<file path="config.mk">
export PLATFORM = sky130hd
export DESIGN_NAME = uart_mmio
export DESIGN_NICKNAME = d
export VERILOG_FILES = /design/src/rtl/hxd_uart_pkg.sv /design/src/rtl/sync_fifo.sv /design/src/rtl/uart_mmio.sv
export SDC_FILE = /design/constraint.sdc
export NUM_CORES = 1
export LEC_CHECK = 0
export CAP_MARGIN = 0
export CELL_PAD_IN_SITES_DETAIL_PLACEMENT = 0
export CELL_PAD_IN_SITES_GLOBAL_PLACEMENT = 2
export CORE_MARGIN = 2
export CORE_UTILIZATION = 36
export CTS_CLUSTER_DIAMETER = 100
export DETAILED_ROUTE_END_ITERATION = 16
export GPL_TIMING_DRIVEN = 0
export PLACE_DENSITY_LB_ADDON = 0.1
export RECOVER_POWER = 100
export SYNTH_ARGS = -nofsm -noshare
export SYNTH_HDL_FRONTEND = slang
export SYNTH_SLANG_ARGS = --single-unit
</file>
<file path="constraint.sdc">
create_clock -name clk_i -period 4.13 [get_ports clk_i]
set_clock_uncertainty 0.05 [all_clocks]
set_input_delay 1.239 -clock clk_i [delete_from_list [all_inputs] [get_ports clk_i]]
set_output_delay 1.239 -clock clk_i [all_outputs]
set_load 0.03 [all_outputs]
</file>
<file path="src/rtl/hxd_uart_pkg.sv">
// Shared constants for the hxd32 memory-mapped UART console port:
// register offsets, STATUS bit positions and the reset baud divisor.
package hxd_uart_pkg;

  typedef enum logic [1:0] {
    REG_DATA   = 2'd0,
    REG_STATUS = 2'd1,
    REG_BAUD   = 2'd2,
    REG_RSVD   = 2'd3
  } reg_off_e;

  localparam int ST_RX_VLD   = 0;
  localparam int ST_TX_EMPTY = 1;
  localparam int ST_TX_FULL  = 2;
  localparam int ST_TX_OVF   = 3;
  localparam int ST_RX_OVF   = 4;

  localparam logic [31:0] BAUD_DEFAULT = 32'd107;

endpackage

</file>
<file path="src/rtl/sync_fifo.sv">
// Single-clock FIFO with a combinational head output; a push into a full
// FIFO is accepted only when a pop happens on the same edge.
module sync_fifo #(
  parameter int WIDTH = 8,
  parameter int DEPTH = 8
) (
  input  logic                     clk_i,
  input  logic                     rst_i,
  input  logic                     push_i,
  input  logic [WIDTH-1:0]         push_data_i,
  input  logic                     pop_i,
  output logic [WIDTH-1:0]         head_o,
  output logic                     full_o,
  output logic                     empty_o,
  output logic [$clog2(DEPTH):0]   count_o
);

  localparam int PW = $clog2(DEPTH);

  logic [WIDTH-1:0] mem [DEPTH];
  logic [PW-1:0]    wr_ptr;
  logic [PW-1:0]    rd_ptr;
  logic [PW:0]      count;
  logic             do_push;
  logic             do_pop;

  assign empty_o = (count == '0);
  assign full_o  = (count == (PW+1)'(DEPTH));
  assign count_o = count;
  assign head_o  = mem[rd_ptr];

  assign do_pop  = pop_i && !empty_o;
  assign do_push = push_i && (!full_o || do_pop);

  // NOTE: sequential state uses non-blocking assignments so every register
  // samples pre-edge values, independent of process ordering.
  always_ff @(posedge clk_i or posedge rst_i) begin
    if (rst_i) begin
      wr_ptr <= '0;
      rd_ptr <= '0;
      count  <= '0;
    end else begin
      if (do_push) wr_ptr <= wr_ptr + 1'b1;
      if (do_pop)  rd_ptr <= rd_ptr + 1'b1;
      case ({do_push, do_pop})
        2'b10:   count <= count + 1'b1;
        2'b01:   count <= count - 1'b1;
        default: count <= count;
      endcase
    end
  end

  // NOTE: storage is deliberately left out of reset; the pointers and count
  // define validity, and this lets the array map onto plain RAM cells.
  always_ff @(posedge clk_i) begin
    if (do_push) mem[wr_ptr] <= push_data_i;
  end

endmodule

</file>
<file path="src/rtl/uart_mmio.sv">
// CPU-side MMIO responder bridging data-bus loads/stores to uart_tx/uart_rx
// through two byte FIFOs, plus sticky overflow flags and the baud divisor.
module uart_mmio
  import hxd_uart_pkg::*;
#(
  parameter int          XLEN       = 32,
  parameter int          FIFO_DEPTH = 8,
  parameter logic [31:0] BAUD_RST   = BAUD_DEFAULT
) (
  input  logic            clk_i,
  input  logic            rst_i,
  input  logic            mmio_rd_en_i,
  input  logic [XLEN-1:0] mmio_rd_addr_i,
  output logic [XLEN-1:0] mmio_rd_data_o,
  input  logic [XLEN-1:0] mmio_wr_addr_i,
  input  logic [XLEN-1:0] mmio_wr_data_i,
  input  logic [3:0]      mmio_wr_byte_en_i,
  output logic [7:0]      uart_tx_data_o,
  output logic            uart_tx_data_vld_o,
  input  logic            uart_tx_data_rdy_i,
  input  logic [7:0]      uart_rx_data_i,
  input  logic            uart_rx_data_vld_i,
  output logic            uart_rx_data_rdy_o,
  output logic [31:0]     uart_baud_div_o
);

  localparam int CW = $clog2(FIFO_DEPTH) + 1;

  reg_off_e       rd_off;
  reg_off_e       wr_off;
  logic           wr;
  logic           tx_push, tx_pop, tx_full, tx_empty;
  logic           rx_push, rx_pop, rx_full, rx_empty;
  logic [7:0]     tx_head, rx_head;
  logic [CW-1:0]  tx_count, rx_count;
  logic           tx_ovf, rx_ovf;
  logic [31:0]    baud;
  logic [XLEN-1:0] status_word;
  logic [XLEN-1:0] rd_next;
  logic           unused_ok;

  assign rd_off = reg_off_e'(mmio_rd_addr_i[3:2]);
  assign wr_off = reg_off_e'(mmio_wr_addr_i[3:2]);
  assign wr     = |mmio_wr_byte_en_i;

  assign tx_push = wr && (wr_off == REG_DATA) && mmio_wr_byte_en_i[0];
  assign tx_pop  = !tx_empty && uart_tx_data_rdy_i;
  assign rx_push = uart_rx_data_vld_i && !rx_full;
  assign rx_pop  = mmio_rd_en_i && (rd_off == REG_DATA) && !rx_empty;

  sync_fifo #(.WIDTH(8), .DEPTH(FIFO_DEPTH)) u_tx_fifo (
    .clk_i(clk_i), .rst_i(rst_i),
    .push_i(tx_push), .push_data_i(mmio_wr_data_i[7:0]), .pop_i(tx_pop),
    .head_o(tx_head), .full_o(tx_full), .empty_o(tx_empty), .count_o(tx_count)
  );

  sync_fifo #(.WIDTH(8), .DEPTH(FIFO_DEPTH)) u_rx_fifo (
    .clk_i(clk_i), .rst_i(rst_i),
    .push_i(rx_push), .push_data_i(uart_rx_data_i), .pop_i(rx_pop),
    .head_o(rx_head), .full_o(rx_full), .empty_o(rx_empty), .count_o(rx_count)
  );

  // The stale head is masked so the TX byte reads 0 whenever nothing is offered.
  assign uart_tx_data_o     = tx_empty ? 8'h00 : tx_head;
  assign uart_tx_data_vld_o = !tx_empty;
  assign uart_rx_data_rdy_o = !rx_full;
  assign uart_baud_div_o    = baud;

  always_comb begin
    status_word              = '0;
    status_word[ST_RX_VLD]   = !rx_empty;
    status_word[ST_TX_EMPTY] = tx_empty;
    status_word[ST_TX_FULL]  = tx_full;
    status_word[ST_TX_OVF]   = tx_ovf;
    status_word[ST_RX_OVF]   = rx_ovf;
  end

  // NOTE: rd_next gets a default before the case so no path leaves it
  // unassigned, which would otherwise infer a latch.
  always_comb begin
    rd_next = '0;
    case (rd_off)
      REG_DATA:   rd_next = rx_empty ? '0 : XLEN'(rx_head);
      REG_STATUS: rd_next = status_word;
      REG_BAUD:   rd_next = XLEN'(baud);
      default:    rd_next = '0;
    endcase
  end

  always_ff @(posedge clk_i or posedge rst_i) begin
    if (rst_i) begin
      mmio_rd_data_o <= '0;
      tx_ovf         <= 1'b0;
      rx_ovf         <= 1'b0;
      baud           <= BAUD_RST;
    end else begin
      if (mmio_rd_en_i) mmio_rd_data_o <= rd_next;
      if (wr && (wr_off == REG_STATUS)) begin
        if (mmio_wr_data_i[ST_TX_OVF]) tx_ovf <= 1'b0;
        if (mmio_wr_data_i[ST_RX_OVF]) rx_ovf <= 1'b0;
      end
      if (wr && (wr_off == REG_BAUD)) begin
        for (int b = 0; b < 4; b++) begin
          if (mmio_wr_byte_en_i[b]) baud[8*b +: 8] <= mmio_wr_data_i[8*b +: 8];
        end
      end
      // A new overflow event takes precedence over a same-cycle clear.
      if (tx_push && tx_full && !tx_pop)              tx_ovf <= 1'b1;
      if (uart_rx_data_vld_i && !uart_rx_data_rdy_o)  rx_ovf <= 1'b1;
    end
  end

  assign unused_ok = ^{mmio_rd_addr_i[XLEN-1:4], mmio_rd_addr_i[1:0],
                       mmio_wr_addr_i[XLEN-1:4], mmio_wr_addr_i[1:0],
                       tx_count, rx_count};

endmodule

</file>
Word-level counts from Yosys, hierarchy flattened. Memories as Yosys holds them, arrays and structs flattened. Index checks and enable logic that the tools add are counted.

Eq/ne operators: 10. Add/subtract/negate cells: 8. Reduce and logical (&&, ||, !) cells: 39. Mux-type cells: 15.

Operators by type and width (number): $pmux W32 S3 (1); $mux W8 (2); $pmux W4 S2 (2); $logic_and A1 B1 Y1 (15); $add A3 B1 Y3 const B (4); $reduce_and A2 Y1 (6); $reduce_bool A2 Y1 (6); $mux W1 (10); $add A4 B1 Y4 const B (2); $eq A2 B1 Y1 const B (4); $eq A2 B2 Y1 const B (4); $eq A4 B4 Y1 const B (2); $logic_not A4 Y1 (2); $sub A4 B1 Y4 const B (2); $logic_not A1 Y1 (5); $logic_not A2 Y1 (2); $reduce_or A4 Y1 (1); $logic_or A1 B1 Y1 (2).

RAM bits: 128. Register bits after elaboration: 86. Output and inout bits: 74. Memories: 2. Word-level logic and storage cells: 87.

Memories: u_rx_fifo.mem (words 8, width 8, rd ports 1, clocked after Yosys merged registers in 0, wr ports 1, line sync_fifo.sv:20) `logic [WIDTH-1:0] mem [DEPTH];`; u_tx_fifo.mem (words 8, width 8, rd ports 1, clocked after Yosys merged registers in 0, wr ports 1, line sync_fifo.sv:20).

Longest topological paths before layout.
Depth after elaboration: 8. Mapped depth: 12. Mapped depth without buffers: 11.

By module. A second synthesis with hierarchy kept.

Cell total of the unflattened synthesis: 565. Area, all modules: 9043.7 um^2.

Modules (own cells, without submodules): sync_fifo (sequential area each 2172.1 um^2, times used 2, area each 3135.5 um^2, cells an instance 165); uart_mmio (sequential area each 1657.8 um^2, times used 1, area each 2772.7 um^2, cells an instance 235).

Worst setup path after synthesis. No wires, ideal clock.

Kind: input-to-reg. Start point: input port mmio_wr_addr_i[3]. End point: memory u_tx_fifo.mem[0][0], enable pin. Path slack: 1.088 ns. Stages on the path: 4. Data required time: 3.685 ns. Data arrival time: 2.598 ns. Buffers on the path: 0. Cell sequence: nor3b_1 o21a_1 inv_2 nor4_1.

Word-level cells in the longest chain between the ends: 6.

RTL lines: from (decl) (line uart_mmio.sv:15) `input logic [XLEN-1:0] mmio_wr_addr_i,`; $logic_not A2 Y1 (line uart_mmio.sv:46) `assign tx_push = wr && (wr_off == REG_DATA) && mmio_wr_byte_en_i[0];`; $logic_and A1 B1 Y1 (2 in series) (line uart_mmio.sv:46); $logic_and A1 B1 Y1 (line sync_fifo.sv:33) `assign do_push = push_i && (!full_o || do_pop);`; $mux W1 (line sync_fifo.sv:56) `if (do_push) mem[wr_ptr] <= push_data_i;`; $mux W1 (not written as such) (line sync_fifo.sv:56); to (decl) (line sync_fifo.sv:20).

No other way between the ends.

Final worst setup path.
Start point: register u_tx_fifo.count[0] (netlist: u_tx_fifo.count_o[0]). End point: output port uart_tx_data_vld_o.

Word-level cells in the longest chain between the ends: 2.

RTL lines: from (decl) (line sync_fifo.sv:23) `logic [PW:0] count;`; from (signal assigned) (line sync_fifo.sv:46) `2'b10: count <= count + 1'b1;`; from (signal assigned) (line sync_fifo.sv:47) `2'b01: count <= count - 1'b1;`; from (signal assigned) (line sync_fifo.sv:48) `default: count <= count;`; $logic_not A4 Y1 (line sync_fifo.sv:27) `assign empty_o = (count == '0);`; $logic_not A1 Y1 (line uart_mmio.sv:65) `assign uart_tx_data_vld_o = !tx_empty;`; to (decl) (line uart_mmio.sv:19) `output logic uart_tx_data_vld_o,`.

No other way between the ends.

==> out/results.txt <==
Core Region -> 23300 um2
Die W -> 158 um
Sw Ratio -> 31.3%
Sequential cell area -> 6000 um2
# setup viols final -> 0
Failing checks -> capacitance limit, slew limit
CP Launch Point -> u_tx_fifo.count_o[0]
Crit path max-delay family -> buffers and inverters
Placed wire-length estimate -> 13300 um
R2R Path Start -> u_tx_fifo.count_o[0]
PD cells -> 635 nW/um2
Worst-skew pair later-pin latency -> 0.51 ns
Startpoint types -> flip-flop
Reg power frac -> 40.8%
Peak VDD IR -> 0.297 mV
Crit-path max FO -> 10
Setup Fix Bufs, Post-CTS -> 0
FILL cells -> 2054
Commonest non-fill, non-tap cell in the layout -> edfxtp_1
Design Power -> 0.00694 W
Placed Cells -> 934
Reg-to-reg endpoint -> u_tx_fifo.count_o[2]
Min Hold Slack -> 0.444 ns
Final number of hold-violating endpoints -> 0
Reg2Reg Depth -> 11
TritonCTS Buffers -> 24
Vias in the first global route -> 5023
Initial core utilization -> 36.5%
Seq/Total Area, Yosys -> 70.6%
Multi-input logic area -> 2370 um2
CP Depth -> 3
GR Overflow Total -> 0
Post-Place Setup Slack -> -0.125 ns
CP endpoint -> uart_tx_data_vld_o
Cell area after synthesis -> 8510 um2
Via count -> 4700
Mean Syn Cell Area -> 17.4 um2
Net load switching power -> 0.00217 W
Hold Path Class -> reg2reg
Final setup margin -> 0.268 ns
Layout cells sized above 1 -> 18.8%
Post-route ant nets -> 0
Maxcap violations -> 3
Critical path's largest stage delay -> 0.76 ns
Sink Count -> 214
Final Non-Filler Cells -> 980
Clock power frac -> 29.8%
Kind of critical path -> reg2out
Largest net degree at the start of global routing -> 64
WL/cell -> 19.3 um
Status -> complete, but fails checks
Count of input and output buffers -> 125
TritonRoute pass-1 iters -> 4
Root Driver -> clkbuf_16
Fmax -> 259 MHz
RSZ-0062 raised after global routing -> false
Syn nets -> 611
WL final -> 18900 um
Top-Level Pins -> 187
Placer congestion estimate -> 0.751
Final Max Tran Viols -> 73
Yosys top cell by area -> edfxtp_1
Total die area -> 24900 um2
Slew margin rel. -> -8.21%
Yosys top cell area share -> 45.2%
Leakage -> 4.13 nW
Distinct cells, synth -> 40
Post-layout min period -> 3.86 ns
Crit-path cells -> nor4_4 > clkinv_1 > clkdlybuf4s50_1
Critical Path AT -> 2.57 ns
Chip height -> 158 um
Combinational group share of total power -> 29.4%
Overall Global Routing Usage -> 15.6%
Antenna violations before repair -> 1
Req. time, crit path -> 2.84 ns
CP Capture Type -> primary output
Row count -> 56
Commonest non-fill, non-tap cells in the layout -> 128 x edfxtp_1, 86 x dlygate4sd3_1, 81 x dfrtp_1
Reg clk slew, reported paths -> 0.06 ns
Internal power -> 0.00476 W
Synth warn -> 0
Initial drt markers -> 189
Vias per cell -> 4.80
R2r setup slk -> 1.08 ns
Nets -> 765
# H-tree levels -> 1
Main area contributors after synthesis -> edfxtp_1 45%, dfrtp_1 24%, mux4_2 8.5%
CP max-delay cell -> nor4_4
Seq cells post-synth -> 214
First-pass GRT wire length -> 29300 um
Post-Syn Instances -> 488
Slew of the pin with the lowest slew margin -> 1.62 ns
Buf/Inv on CP -> 2
CTS tree -> built
DRC Markers -> 0
Area delta synth->final -> 28.4%
Tcrit/Tclk final -> 93.5%
CTS Buffer Depth -> 3
-- metal layers --
metal | wire length [um] | track usage [%] | up-vias
li1 | - | - | 2204
met1 | 7820 | 19.6 | 2387
met2 | 9960 | 27.6 | 73
met3 | 569 | 2.55 | 36
met4 | 570 | 4.94 | 0
met5 | 0 | 0 | -
-- state kept, by name, summed over array words and instances, names as in the netlist --
signal             count
tx_ovf                 1
u_tx_fifo.rd_ptr       3
u_rx_fifo.wr_ptr       3
u_rx_fifo.count_o      4
u_rx_fifo.rd_ptr       3
u_tx_fifo.mem         64
u_tx_fifo.count_o      4
rx_ovf                 1
uart_baud_div_o       32
u_tx_fifo.wr_ptr       3
u_rx_fifo.mem         64
mmio_rd_data_o        32
-- what timing repair did --
action,CTS,global route
hold buffers,0,0
gates resized for setup,7,5
pin swaps,0,0
cloned,0,0
setup endpoints to repair,8,5
-- cells in the mapped netlist, drive strengths merged --
master,number
and2,3
nor2b,2
o21a,1
nand2,24
mux2i,15
buf,12
dfrtp,81
o2bb2ai,1
a221oi,3
inv,8
clkbuf,8
mux4,32
dfstp,5
xnor2,9
mux2,37
edfxtp,128
a32oi,2
nand2b,6
xor2,8
a21oi,5
nor3,6
ha,10
a22oi,3
o21ai,7
or3b,1
nor3b,4
nor2,29
o31a,1
a22o,25
o22ai,5
nand3,1
or4b,2
nor4,4
-- stage by stage --
step / util [%] / cell area, um2 / setup TNS, ns
3_5_place_dp: 43.8 / 10200 / -1.62
3_3_place_gp: 43.5 / 10200 / -77.31
4_1_cts: 47.1 / 11000 / 0
2_1_floorplan: - / 8510 / 0
5_1_grt: 46.8 / 10900 / 0
6_report: 46.8 / 10900 / 0
-- power groups by stage --
stage | clock (W) | sequential [W] | combinational [W]
6_report | 0.00207 | 0.00283 | 0.00204
5_1_grt | 0.00222 | 0.00287 | 0.00224
4_1_cts | 0.00214 | 0.00284 | 0.00218
3_5_place_dp | 0 | 0.00288 | 0.00219
3_3_place_gp | 0 | 0.00286 | 0.00216
2_1_floorplan | 0 | 0.00302 | 0.00126
-- how the worst min path moves through the flow --
| stage | startpoint | endpoint | slack (ns) | depth (start not counted) |
|---|---|---|---|---|
| after global placement | u_rx_fifo.count_o[3] | u_rx_fifo.count_o[3] | 0.43 | 1 |
| after detailed placement | u_rx_fifo.count_o[3] | u_rx_fifo.count_o[3] | 0.44 | 1 |
| after CTS | u_rx_fifo.count_o[3] | u_rx_fifo.count_o[3] | 0.45 | 1 |
| after global routing | mmio_rd_data_o[14] | mmio_rd_data_o[14] | 0.48 | 1 |
| after floorplan | rx_ovf | rx_ovf | 0.41 | 1 |
| final | u_rx_fifo.count_o[3] | u_rx_fifo.count_o[3] | 0.44 | 1 |
-- logic make-up after synthesis --
logic type	Yosys count	synth area share, %
flops	214	70.6
mux	84	15.2
simple gates	82	4.75
compound gates	53	4.72
buf+inv	28	1.56
xor+xnor	17	1.75
fa+ha+maj	10	1.47
-- area by class of cell --
class                   instances  area share [%]
repair buffers                128            11.3
clock buffers                  35            6.44
clock inverters                 9           0.687
diodes                          1          0.0229
inverters                       8           0.286
multi-input cells             246            21.7
well taps                     319            3.65
plain buffers                  20           0.973
flip-flops and latches        214            54.9
Note: power is estimated with default switching activity, not from simulation.
